## src/rtl/seq_alu_pipe_if.sv

```systemverilog
// seq_alu_pipe_if: operand issue / result writeback bundle for seq_alu_pipe.
// Optional y_hi signal present only when SEQ_ALU_WIDE_RESULT_EN is defined.
interface seq_alu_pipe_if #(
  parameter int WIDTH = 8
);
  logic             in_valid;
  logic             in_ready;
  logic [WIDTH-1:0] a;
  logic [WIDTH-1:0] b;
  logic [2:0]       sel;
  logic             out_valid;
  logic             out_ready;
  logic [WIDTH-1:0] y;
  logic             carry;
  logic             zero;
  logic             div_zero;
`ifdef SEQ_ALU_WIDE_RESULT_EN
  logic [WIDTH-1:0] y_hi;

  modport master (
    output in_valid, a, b, sel, out_ready,
    input  in_ready, out_valid, y, carry, zero, div_zero, y_hi
  );
  modport slave (
    input  in_valid, a, b, sel, out_ready,
    output in_ready, out_valid, y, carry, zero, div_zero, y_hi
  );
`else
  modport master (
    output in_valid, a, b, sel, out_ready,
    input  in_ready, out_valid, y, carry, zero, div_zero
  );
  modport slave (
    input  in_valid, a, b, sel, out_ready,
    output in_ready, out_valid, y, carry, zero, div_zero
  );
`endif
endinterface

```

## src/rtl/seq_alu_pipe.sv

```systemverilog
// seq_alu_pipe: handshaked sequential ALU. Single-cycle ADD/SUB/logic ops,
// iterative shift-add MUL and restoring DIV (one bit per cycle, WIDTH cycles).
// Optional macro SEQ_ALU_WIDE_RESULT_EN adds y_hi (product high half / remainder).
module seq_alu_pipe #(
  parameter int WIDTH = 8
) (
  input logic            clk,
  input logic            rst_n,
  seq_alu_pipe_if.slave  bus
);
  localparam int CNT_W = $clog2(WIDTH);

  localparam logic [2:0] OP_ADD = 3'b000;
  localparam logic [2:0] OP_SUB = 3'b001;
  localparam logic [2:0] OP_MUL = 3'b010;
  localparam logic [2:0] OP_DIV = 3'b011;
  localparam logic [2:0] OP_AND = 3'b100;
  localparam logic [2:0] OP_OR  = 3'b101;
  localparam logic [2:0] OP_XOR = 3'b110;

  typedef enum logic [1:0] {IDLE, BUSY, DONE} state_t;

  state_t             state_q, state_d;
  logic [2:0]         sel_q, sel_d;
  logic [WIDTH-1:0]   opnd_q, opnd_d;     // multiplicand for MUL, divisor for DIV
  logic [2*WIDTH-1:0] prod_q, prod_d;     // MUL: {acc, multiplier}; DIV: {remainder, quotient}
  logic [CNT_W-1:0]   cnt_q, cnt_d;
  logic [WIDTH-1:0]   y_q, y_d;
  logic [WIDTH-1:0]   y_hi_q, y_hi_d;
  logic               carry_q, carry_d;
  logic               zero_q, zero_d;
  logic               div_zero_q, div_zero_d;

  logic               accept;
  logic [WIDTH:0]     add_full;
  logic [WIDTH-1:0]   fast_y;
  logic               fast_carry;
  logic [WIDTH:0]     mul_sum;
  logic [WIDTH:0]     div_shift;
  logic [WIDTH:0]     div_trial;
  logic [2*WIDTH-1:0] step;

  assign accept   = (state_q == IDLE) && bus.in_valid;
  assign add_full = {1'b0, bus.a} + {1'b0, bus.b};

  // One iteration of the selected engine, computed from the working register
  assign mul_sum   = {1'b0, prod_q[2*WIDTH-1:WIDTH]} + {1'b0, (prod_q[0] ? opnd_q : '0)};
  assign div_shift = prod_q[2*WIDTH-1:WIDTH-1];
  assign div_trial = div_shift - {1'b0, opnd_q};
  assign step = (sel_q == OP_MUL)
              ? {mul_sum, prod_q[WIDTH-1:1]}
              : {(div_trial[WIDTH] ? div_shift[WIDTH-1:0] : div_trial[WIDTH-1:0]),
                 prod_q[WIDTH-2:0], ~div_trial[WIDTH]};

  // Results of the single-cycle ops, taken straight from the bus at accept
  always_comb begin
    fast_y     = '0;
    fast_carry = 1'b0;
    case (bus.sel)
      OP_ADD: begin fast_y = add_full[WIDTH-1:0]; fast_carry = add_full[WIDTH]; end
      OP_SUB: begin fast_y = bus.a - bus.b;       fast_carry = (bus.a < bus.b); end
      OP_AND: fast_y = bus.a & bus.b;
      OP_OR:  fast_y = bus.a | bus.b;
      OP_XOR: fast_y = bus.a ^ bus.b;
      3'b111: fast_y = ~bus.a;
      default: ;
    endcase
  end

  // Next-state and datapath updates; outputs hold unless a result is produced
  always_comb begin
    state_d    = state_q;
    sel_d      = sel_q;
    opnd_d     = opnd_q;
    prod_d     = prod_q;
    cnt_d      = cnt_q;
    y_d        = y_q;
    y_hi_d     = y_hi_q;
    carry_d    = carry_q;
    zero_d     = zero_q;
    div_zero_d = div_zero_q;
    case (state_q)
      IDLE: begin
        if (accept) begin
          sel_d = bus.sel;
          cnt_d = '0;
          if (bus.sel == OP_MUL) begin
            opnd_d  = bus.a;
            prod_d  = {{WIDTH{1'b0}}, bus.b};
            state_d = BUSY;
          end else if (bus.sel == OP_DIV && bus.b != '0) begin
            opnd_d  = bus.b;
            prod_d  = {{WIDTH{1'b0}}, bus.a};
            state_d = BUSY;
          end else if (bus.sel == OP_DIV) begin
            // Divide by zero: skip the engine, report y=0 and remainder=a
            y_d        = '0;
            y_hi_d     = bus.a;
            carry_d    = 1'b0;
            zero_d     = 1'b1;
            div_zero_d = 1'b1;
            state_d    = DONE;
          end else begin
            y_d        = fast_y;
            y_hi_d     = '0;
            carry_d    = fast_carry;
            zero_d     = (fast_y == '0);
            div_zero_d = 1'b0;
            state_d    = DONE;
          end
        end
      end
      BUSY: begin
        prod_d = step;
        cnt_d  = cnt_q + CNT_W'(1);
        if (cnt_q == CNT_W'(WIDTH - 1)) begin
          y_d        = step[WIDTH-1:0];
          y_hi_d     = step[2*WIDTH-1:WIDTH];
          carry_d    = (sel_q == OP_MUL) && (|step[2*WIDTH-1:WIDTH]);
          zero_d     = (step[WIDTH-1:0] == '0);
          div_zero_d = 1'b0;
          state_d    = DONE;
        end
      end
      DONE: begin
        if (bus.out_ready) state_d = IDLE;
      end
      default: state_d = IDLE;
    endcase
  end

  // State and datapath registers; reset discards any operation in flight
  always_ff @(posedge clk or negedge rst_n) begin
    if (!rst_n) begin
      state_q    <= IDLE;
      sel_q      <= '0;
      opnd_q     <= '0;
      prod_q     <= '0;
      cnt_q      <= '0;
      y_q        <= '0;
      y_hi_q     <= '0;
      carry_q    <= 1'b0;
      zero_q     <= 1'b0;
      div_zero_q <= 1'b0;
    end else begin
      state_q    <= state_d;
      sel_q      <= sel_d;
      opnd_q     <= opnd_d;
      prod_q     <= prod_d;
      cnt_q      <= cnt_d;
      y_q        <= y_d;
      y_hi_q     <= y_hi_d;
      carry_q    <= carry_d;
      zero_q     <= zero_d;
      div_zero_q <= div_zero_d;
    end
  end

  assign bus.in_ready  = (state_q == IDLE);
  assign bus.out_valid = (state_q == DONE);
  assign bus.y         = y_q;
  assign bus.carry     = carry_q;
  assign bus.zero      = zero_q;
  assign bus.div_zero  = div_zero_q;
`ifdef SEQ_ALU_WIDE_RESULT_EN
  assign bus.y_hi      = y_hi_q;
`else
  logic unused_y_hi;
  assign unused_y_hi = ^y_hi_q;
`endif
endmodule

```

## src/flat_wrapper.sv

```systemverilog
// flat-port wrapper written by rule: the top's interface ports become plain ports
module seq_alu_pipe_flat 
#(
  parameter int WIDTH = 8
)
  (clk, rst_n, bus_in_valid, bus_a, bus_b, bus_sel, bus_out_ready, bus_in_ready, bus_out_valid, bus_y, bus_carry, bus_zero, bus_div_zero);
  seq_alu_pipe_if #(.WIDTH(WIDTH)) bus_i ();
  input logic clk;
  input logic rst_n;
  input wire logic [$bits(bus_i.in_valid)-1:0] bus_in_valid;
  input wire logic [$bits(bus_i.a)-1:0] bus_a;
  input wire logic [$bits(bus_i.b)-1:0] bus_b;
  input wire logic [$bits(bus_i.sel)-1:0] bus_sel;
  input wire logic [$bits(bus_i.out_ready)-1:0] bus_out_ready;
  output wire logic [$bits(bus_i.in_ready)-1:0] bus_in_ready;
  output wire logic [$bits(bus_i.out_valid)-1:0] bus_out_valid;
  output wire logic [$bits(bus_i.y)-1:0] bus_y;
  output wire logic [$bits(bus_i.carry)-1:0] bus_carry;
  output wire logic [$bits(bus_i.zero)-1:0] bus_zero;
  output wire logic [$bits(bus_i.div_zero)-1:0] bus_div_zero;
  assign bus_i.in_valid = bus_in_valid;
  assign bus_i.a = bus_a;
  assign bus_i.b = bus_b;
  assign bus_i.sel = bus_sel;
  assign bus_i.out_ready = bus_out_ready;
  assign bus_in_ready = bus_i.in_ready;
  assign bus_out_valid = bus_i.out_valid;
  assign bus_y = bus_i.y;
  assign bus_carry = bus_i.carry;
  assign bus_zero = bus_i.zero;
  assign bus_div_zero = bus_i.div_zero;
  seq_alu_pipe #(.WIDTH(WIDTH)) u_core (.clk(clk), .rst_n(rst_n), .bus(bus_i));
endmodule
```

## config.mk

```make
export PLATFORM = sky130hd
export DESIGN_NAME = seq_alu_pipe_flat
export DESIGN_NICKNAME = d
export VERILOG_FILES = /design/src/rtl/seq_alu_pipe_if.sv /design/src/rtl/seq_alu_pipe.sv /design/src/flat_wrapper.sv
export SDC_FILE = /design/constraint.sdc
export NUM_CORES = 1
export LEC_CHECK = 0
export BUFFER_PORTS_ARGS = -buffer_cell sky130_fd_sc_hd__clkbuf_2
export CORE_ASPECT_RATIO = 1.25
export CORE_MARGIN = 1
export CORE_UTILIZATION = 55
export DETAILED_ROUTE_END_ITERATION = 16
export GPL_TIMING_DRIVEN = 0
export PLACE_DENSITY_LB_ADDON = 0.12
export SYNTH_ARGS = -nofsm -noshare
export SYNTH_HDL_FRONTEND = slang
export SYNTH_SLANG_ARGS = --single-unit
```

## constraint.sdc

```tcl
create_clock -name clk -period 4 [get_ports clk]
set_input_delay 0.2 -clock clk [delete_from_list [all_inputs] [get_ports clk]]
set_output_delay 0.2 -clock clk [all_outputs]
set_load 0.005 [all_outputs]
```

==> insert_results.sql, run 1 <==
INSERT INTO impl_metrics (metric_group, metric, value, unit) VALUES
('outcome', 'run_status', 'finished clean', ''),
('timing', 'report.final.slew_viol_count', '0', ''),
('cells_and_area', 'finalNetCount', '623', ''),
('drt', 'vias_after_detailed_routing', '3972', ''),
('timing', 'max_slew.worst_pin.slew', '1.09', 'ns'),
('clock_network', 'cts_hold_repair.buffers', '0', ''),
('cells_and_area', 'flow.area_growth_from_synthesis', '9.12', '%'),
('worst_setup_path', 'critPathCaptureType', 'flop', ''),
('clock_network', 'clockBufferDepth', '2', ''),
('floorplanning', 'die_area', '0.00799', 'sq mm'),
('synth', 'cell_count_after_synthesis', '513', ''),
('synth', 'number_of_enable_flip_flop_cells_after_synthesis', '0', ''),
('placement', 'hpwl', '9030', 'microns'),
('drt', 'drt_drc_violations_left', '0', ''),
('clock_network', 'root_buffer', 'sky130_fd_sc_hd__clkbuf_8', ''),
('worst_setup_path', 'reg2reg_to', 'u_core.bus.carry', ''),
('job', 'maxCapViolations', '0', ''),
('drt', 'drtAntennaViolNets', '0', ''),
('cells_and_area', 'layout.cells.most_common_list', '52 x sky130_fd_sc_hd__a21oi_1, 48 x sky130_fd_sc_hd__nand2_1, 47 x sky130_fd_sc_hd__inv_1', ''),
('synth', 'yosysTopAreaCellShare', '0.256', ''),
('global_route', 'leftover_overflow_at_the_end_of_global_routing', '0', ''),
('pwr', 'power.sequential.fraction', '0.284', ''),
('pwr', 'switching_power', '1.31', 'mW'),
('drt', 'drt-pass1-iter-count', '5', ''),
('drt', 'post_drt_via_cell_ratio', '6.16', ''),
('worst_setup_path', 'reg2reg_setup_slack', '0.49', 'ns'),
('worst_setup_path', 'worst_path_max_fanout', '5', ''),
('synth', 'synthDominantAreaCellType', 'sky130_fd_sc_hd__dfrtp_1', ''),
('clock_network', 'tritoncts_buffer_count', '5', ''),
('timing', 'clock.fmax', '0.285', 'GHz'),
('worst_setup_path', 'timing_worst_setup_path_type', 'flop to flop', ''),
('clock_network', 'cts_tree', 'yes', ''),
('pwr', 'total_leakage_power', '2.16', 'nW'),
('worst_setup_path', 'worst_r2r_path_depth', '11', ''),
('synth', 'synth-seq-cells', '43', ''),
('synth', 'synth-seq-area-share', '0.256', ''),
('cells_and_area', 'layout.cells.most_common', 'sky130_fd_sc_hd__a21oi_1', ''),
('pwr', 'power_density', '617', 'mW/mm^2'),
('timing', 'timing_hold_violations_final', '0', ''),
('timing', 'min_cycle_time_layout', '3.51', 'ns'),
('floorplanning', 'dieWidth', '80.2', 'microns'),
('global_route', 'grt_antenna_before_repair', '0', ''),
('clock_network', 'cts.htree.levels', '2', ''),
('synth', 'synthFlopType', 'sky130_fd_sc_hd__dfrtp_1', ''),
('clock_network', 'ctsResizeCount', '0', ''),
('placement', 'number_of_buffer_cells_added_on_primary_ports', '33', ''),
('timing', 'rel_slew_slack', '0.273', ''),
('placement', 'finalWeightedCongestion', '0.957', ''),
('drt', 'wl_per_cell', '17.7', 'microns'),
('floorplanning', 'fp.dieH', '99.7', 'microns'),
('worst_setup_path', 'start_kind', 'flop', ''),
('global_route', 'grt_pass1_wl', '18700', 'microns'),
('clock_network', 'post-cts-setup-buffers', '0', ''),
('synth', 'synthesis.area_per_instance', '8.19', 'sq um'),
('worst_setup_path', 'cp_data_required_time', '4.19', 'ns'),
('timing', 'fin_crit_sh', '0.877', ''),
('pwr', 'p_sw_frac', '0.464', ''),
('drt', 'finalWirelength', '11400', 'microns'),
('drt', 'detail_route.iter0.violations', '163', ''),
('global_route', 'grt_max_degree', '44', ''),
('floorplanning', 'initial_utilization', '0.568', ''),
('cells_and_area', 'num_antenna_cells', '0', ''),
('clock_network', 'clkSlewWorstSetupHoldPaths', '0.09', 'ns'),
('floorplanning', 'floorplan.rows', '35', ''),
('cells_and_area', 'final_layout_size_suffix_gt1_frac', '0.112', ''),
('min_path', 'hp-class', 'input port to async pin', ''),
('timing', 'skew', '0.0138', 'ns'),
('clock_network', 'clock_latency', '0.30', 'ns'),
('worst_setup_path', 'cp_data_arrival_time', '3.70', 'ns'),
('synth', 'syn_area', '0.00420', 'sq mm'),
('timing', 'total_negative_slack_for_setup_checks', '0', 'ns');
==> power groups by stage <==
stage	clock network, mW	logic [mW]	registers [mW]
2_1_floorplan	0	1.22	0.764
3_3_place_gp	0	1.61	0.803
3_5_place_dp	0	1.66	0.806
4_1_cts	0.337	1.68	0.799
5_1_grt	0.350	1.87	0.831
6_report	0.337	1.69	0.803
==> cell type report <==
class	instances	area, sq um
plain buffers	26	101
inverters	48	180
well taps	92	115
multi-input cells	396	2840
clock buffers	6	72.6
repair buffers	33	165
clock inverters	1	30.0
flip-flops and latches	43	1080
fillers	683	2820
==> sequential cells by signal (all words and copies together) (netlist names) <==
| name | count |
|---|---|
| u_core.bus.carry | 1 |
| u_core.cnt_q | 3 |
| u_core.state_q | 2 |
| u_core.bus.div_zero | 1 |
| u_core.prod_q | 16 |
| u_core.bus.y | 8 |
| u_core.opnd_q | 8 |
| u_core.sel_q | 3 |
| u_core.bus.zero | 1 |
==> worst max-delay path, cell delays in order (launching register included) <==
cell                      delay, ns
sky130_fd_sc_hd__dfrtp_1       0.44
sky130_fd_sc_hd__inv_1         0.08
sky130_fd_sc_hd__ha_1          0.18
sky130_fd_sc_hd__inv_1         0.07
sky130_fd_sc_hd__fa_1          0.46
sky130_fd_sc_hd__a21o_1        0.20
sky130_fd_sc_hd__a221o_1       0.36
sky130_fd_sc_hd__mux2i_1       0.21
sky130_fd_sc_hd__nor2_1        0.38
sky130_fd_sc_hd__a31oi_1       0.21
sky130_fd_sc_hd__or4_1         0.54
sky130_fd_sc_hd__o31a_1        0.25
==> cells by family (layout without fill, tap and decap cells) <==
family / count (synthesis) / in the layout / synth area share
compound gates: 155 / 155 / 0.244
xor+xnor: 15 / 15 / 0.0313
fa+ha+maj: 47 / 47 / 0.147
buf+inv: 74 / 114 / 0.0670
flops: 43 / 43 / 0.256
mux: 27 / 27 / 0.0843
simple gates: 152 / 152 / 0.170
==> synth_stat cells, drive strengths merged (6+ instances only) <==
cell / count
a21oi: 52
a21o: 7
xor2: 7
o21bai: 6
o21ai: 33
a22o: 9
dfrtp: 43
buf: 6
ha: 43
nor2b: 6
nor3: 17
o21a: 6
clkbuf: 20
nand3: 6
mux4: 6
a211o: 9
nor2: 42
mux2i: 17
nand2: 49
and2: 9
inv: 47
xnor2: 8
==> how the worst max path moves through the flow <==
stage,start,endpoint,depth (start not counted)
global route,u_core.prod_q[7],u_core.bus.carry,11
global placement,u_core.prod_q[7],u_core.bus.carry,11
detailed placement,u_core.prod_q[7],u_core.bus.carry,11
CTS,u_core.prod_q[7],u_core.bus.carry,11
finish,u_core.prod_q[7],u_core.bus.carry,11
floorplan,u_core.prod_q[7],u_core.bus.carry,12
==> metal layers <==
| layer | track usage | wire, microns |
|---|---|---|
| met1 | 0.358 | 4560 |
| met2 | 0.533 | 5780 |
| met3 | 0.0358 | 494 |
| met4 | 0.177 | 591 |
| met5 | 0 | 0 |
==> through the flow <==
stage / total power, mW / instance area, sq um / utilization / instances / setup slack, ns
after floorplan: 1.98 / 4200 / - / 513 / 0.879
after global placement: 2.42 / 4480 / 0.605 / 638 / 0.559
after detailed placement: 2.47 / 4480 / 0.605 / 638 / 0.493
after CTS: 2.81 / 4580 / 0.619 / 645 / 0.479
after global routing: 3.05 / 4580 / 0.619 / 645 / 0.375
final: 2.83 / 4580 / 0.619 / 645 / 0.492
Note: power is estimated with default switching activity, not from simulation.
==> run 2, diff against run 1 <==
--- a/config.mk
+++ b/config.mk
@@ -10,8 +10,10 @@
 export CORE_MARGIN = 1
 export CORE_UTILIZATION = 55
 export DETAILED_ROUTE_END_ITERATION = 16
+export GPL_ROUTABILITY_DRIVEN = 0
 export GPL_TIMING_DRIVEN = 0
 export PLACE_DENSITY_LB_ADDON = 0.12
+export RECOVER_POWER = 50
 export SYNTH_ARGS = -nofsm -noshare
 export SYNTH_HDL_FRONTEND = slang
 export SYNTH_SLANG_ARGS = --single-unit
==> insert_results.sql, run 2 (synthesized netlist as in run 1, its figures left out) <==
INSERT INTO impl_metrics (metric_group, metric, value, unit) VALUES
('floorplanning', 'die_area', '0.00799', 'sq mm'),
('floorplanning', 'ioPinCount', '36', ''),
('worst_setup_path', 'start_kind', 'flop', ''),
('floorplanning', 'initial_utilization', '0.568', ''),
('drt', 'post_drt_via_cell_ratio', '6.16', ''),
('clock_network', 'tritoncts_buffer_count', '5', ''),
('clock_network', 'cts_hold_repair.buffers', '0', ''),
('worst_setup_path', 'critical_path.most_common_cell', 'sky130_fd_sc_hd__inv_1', ''),
('clock_network', 'clockBufferDepth', '2', ''),
('cells_and_area', 'post-route-util', '0.619', ''),
('worst_setup_path', 'timing.critical_path.slowest_cell_delay', '0.54', 'ns'),
('timing', 'max_slew.worst_pin.slew', '2.35', 'ns'),
('timing', 'rel_slew_slack', '-0.567', ''),
('worst_setup_path', 'cp_data_arrival_time', '3.70', 'ns'),
('timing', 'min_cycle_time_layout', '3.51', 'ns'),
('drt', 'detail_route.iter0.violations', '187', ''),
('floorplanning', 'dieWidth', '80.2', 'microns'),
('floorplanning', 'coreArea', '0.00740', 'sq mm'),
('timing', 'skew', '0.0130', 'ns'),
('worst_setup_path', 'worst_r2r_path_depth', '11', ''),
('clock_network', 'root_buffer', 'sky130_fd_sc_hd__clkbuf_8', ''),
('clock_network', 'cts.htree.levels', '2', ''),
('worst_setup_path', 'critPathCaptureType', 'flop', ''),
('worst_setup_path', 'timing_worst_setup_path_type', 'flop to flop', ''),
('pwr', 'pwr-share-comb', '0.596', ''),
('floorplanning', 'floorplan.rows', '35', ''),
('worst_setup_path', 'critPathTopFamily', 'compound AO/OA/AOI/OAI gates', ''),
('outcome', 'failing_checks', 'capacitance limit, slew limit', ''),
('pwr', 'internal-power', '1.51', 'mW'),
('worst_setup_path', 'count_of_buffer_and_inverter_cells_on_the_critical_path', '2', ''),
('pwr', 'total_leakage_power', '2.15', 'nW'),
('worst_setup_path', 'worst_path_max_fanout', '5', ''),
('cells_and_area', 'finalNetCount', '623', ''),
('cells_and_area', 'regMostFlops', 'u_core.prod_q', ''),
('drt', 'vias_after_detailed_routing', '3975', ''),
('clock_network', 'ctsResizeCount', '0', ''),
('clock_network', 'cts_tree', 'yes', ''),
('worst_setup_path', 'worstSetupPathDepth', '11', ''),
('floorplanning', 'fp.dieH', '99.7', 'microns'),
('cells_and_area', 'flip_flop_count_of_the_largest_register_after_layout', '16', ''),
('worst_setup_path', 'reg2reg_to', 'u_core.bus.carry', ''),
('pwr', 'switching_power', '1.31', 'mW'),
('pwr', 'power_density', '616', 'mW/mm^2'),
('global_route', 'grt_pass1_wl', '18700', 'microns'),
('pwr', 'power.sequential.fraction', '0.285', ''),
('worst_setup_path', 'cp_cell_sequence', 'inv_1, ha_1, inv_1, fa_1, a21o_1, a221o_1, mux2i_1, nor2_1, a31oi_1, or4_1, o31a_1', ''),
('pwr', 'p_sw_frac', '0.464', ''),
('timing', 'total_negative_slack_for_setup_checks', '0', 'ns'),
('cells_and_area', 'final_layout_size_suffix_gt1_frac', '0.107', ''),
('timing', 'clock.fmax', '0.285', 'GHz'),
('worst_setup_path', 'critical_path.slowest_cell', 'sky130_fd_sc_hd__or4_1', ''),
('drt', 'drtAntennaViolNets', '0', ''),
('outcome', 'run_status', 'finished, violations left', ''),
('worst_setup_path', 'timing.critical_path.from', 'u_core.prod_q[7]', ''),
('worst_setup_path', 'cp_data_required_time', '4.19', 'ns'),
('timing', 'grt_setup_unrepaired', 'no', ''),
('drt', 'drt_drc_violations_left', '0', ''),
('min_path', 'hp-class', 'input port to flop', ''),
('drt', 'drt-pass1-iter-count', '4', ''),
('global_route', 'grt_antenna_before_repair', '0', ''),
('placement', 'number_of_buffer_cells_added_on_primary_ports', '33', ''),
('global_route', 'first_global_vias', '3946', ''),
('job', 'maxCapViolations', '1', ''),
('clock_network', 'clock_latency', '0.30', 'ns'),
('cells_and_area', 'num_antenna_cells', '0', ''),
('worst_setup_path', 'reg2reg_setup_slack', '0.49', 'ns'),
('cells_and_area', 'layout.cells.most_common', 'sky130_fd_sc_hd__a21oi_1', ''),
('pwr', 'power.ir.vdd_worst', '0.387', 'mV'),
('timing', 'report.final.slew_viol_count', '44', ''),
('timing', 'timing_hold_violations_final', '0', ''),
('global_route', 'globalRouteTotalUtil', '0.306', ''),
('clock_network', 'clkSlewWorstSetupHoldPaths', '0.09', 'ns'),
('global_route', 'grt_max_degree', '44', ''),
('pwr', 'clock_power_share', '0.119', ''),
('timing', 'fin_crit_sh', '0.878', ''),
('clock_network', 'numClockSinks', '43', ''),
('cells_and_area', 'flow.area_growth_from_synthesis', '9.03', '%'),
('drt', 'wl_per_cell', '17.7', 'microns'),
('clock_network', 'post-cts-setup-buffers', '0', ''),
('drt', 'finalWirelength', '11400', 'microns'),
('placement', 'hpwl', '9030', 'microns'),
('global_route', 'leftover_overflow_at_the_end_of_global_routing', '0', ''),
('timing', 'setup_viol_count_final', '0', ''),
('cells_and_area', 'layout.cells.most_common_list', '52 x sky130_fd_sc_hd__a21oi_1, 48 x sky130_fd_sc_hd__nand2_1, 47 x sky130_fd_sc_hd__inv_1', ''),
('worst_setup_path', 'timing.critical_path.to', 'u_core.bus.carry', ''),
('worst_setup_path', 'critical_path.reg2reg.startpoint', 'u_core.prod_q[7]', '');
## run 2: changes by cell type in the layout (fill, tap and decap cells not counted)
cell and change:
sky130_fd_sc_hd__clkbuf_2 -3, sky130_fd_sc_hd__clkbuf_1 +3
## run 2: final cells by class
type                    instances  area [sq um]
clock buffers                   6          72.6
plain buffers                  26           101
clock inverters                 1          30.0
multi-input cells             396          2840
well taps                      92           115
flip-flops and latches         43          1080
repair buffers                 33           161
fillers                       686          2820
inverters                      48           180
## run 2: per-stage QoR
stage / hold slack (ns) / area [sq um] / instances / total power [mW] / setup WS, ns
floorplan: -0.0956 / 4200 / 513 / 1.98 / 0.879
global placement: 0.443 / 4480 / 638 / 2.42 / 0.559
detailed placement: 0.452 / 4480 / 638 / 2.47 / 0.493
CTS: 0.134 / 4580 / 645 / 2.81 / 0.479
global route: 0.190 / 4580 / 645 / 3.05 / 0.375
finish: 0.151 / 4580 / 645 / 2.82 / 0.489
## run 2: worst min-delay path, stage by stage
cell and delay [ns]:
sky130_fd_sc_hd__clkbuf_2 0.08, sky130_fd_sc_hd__inv_1 0.04, sky130_fd_sc_hd__a21o_1 0.09
## run 2: worst min-delay path by stage
stage	start	to	slack [ns]	cells past startpoint
floorplan	rst_n	u_core.bus.carry	-0.1	0
global placement	bus_out_ready	u_core.state_q[1]	0.44	3
detailed placement	bus_out_ready	u_core.state_q[1]	0.45	3
CTS	rst_n	u_core.prod_q[10]	0.13	1
global route	bus_out_ready	u_core.state_q[1]	0.19	3
finish	bus_out_ready	u_core.state_q[1]	0.15	3
## run 2: routing by layer
layer,track usage,wire (microns),vias to the layer above,part of all wire
met5,0,0,-,0
met1,0.358,4590,1911,0.40
met4,0.177,662,0,0.058
met2,0.533,5670,120,0.50
li1,-,-,1900,-
met3,0.0358,470,44,0.041
## run 2: power groups by stage
stage	clock network, mW	logic, mW	registers [mW]
final	0.336	1.68	0.803
after global routing	0.350	1.87	0.831
after global placement	0	1.61	0.803
after CTS	0.337	1.68	0.799
after detailed placement	0	1.66	0.806
after floorplan	0	1.22	0.764
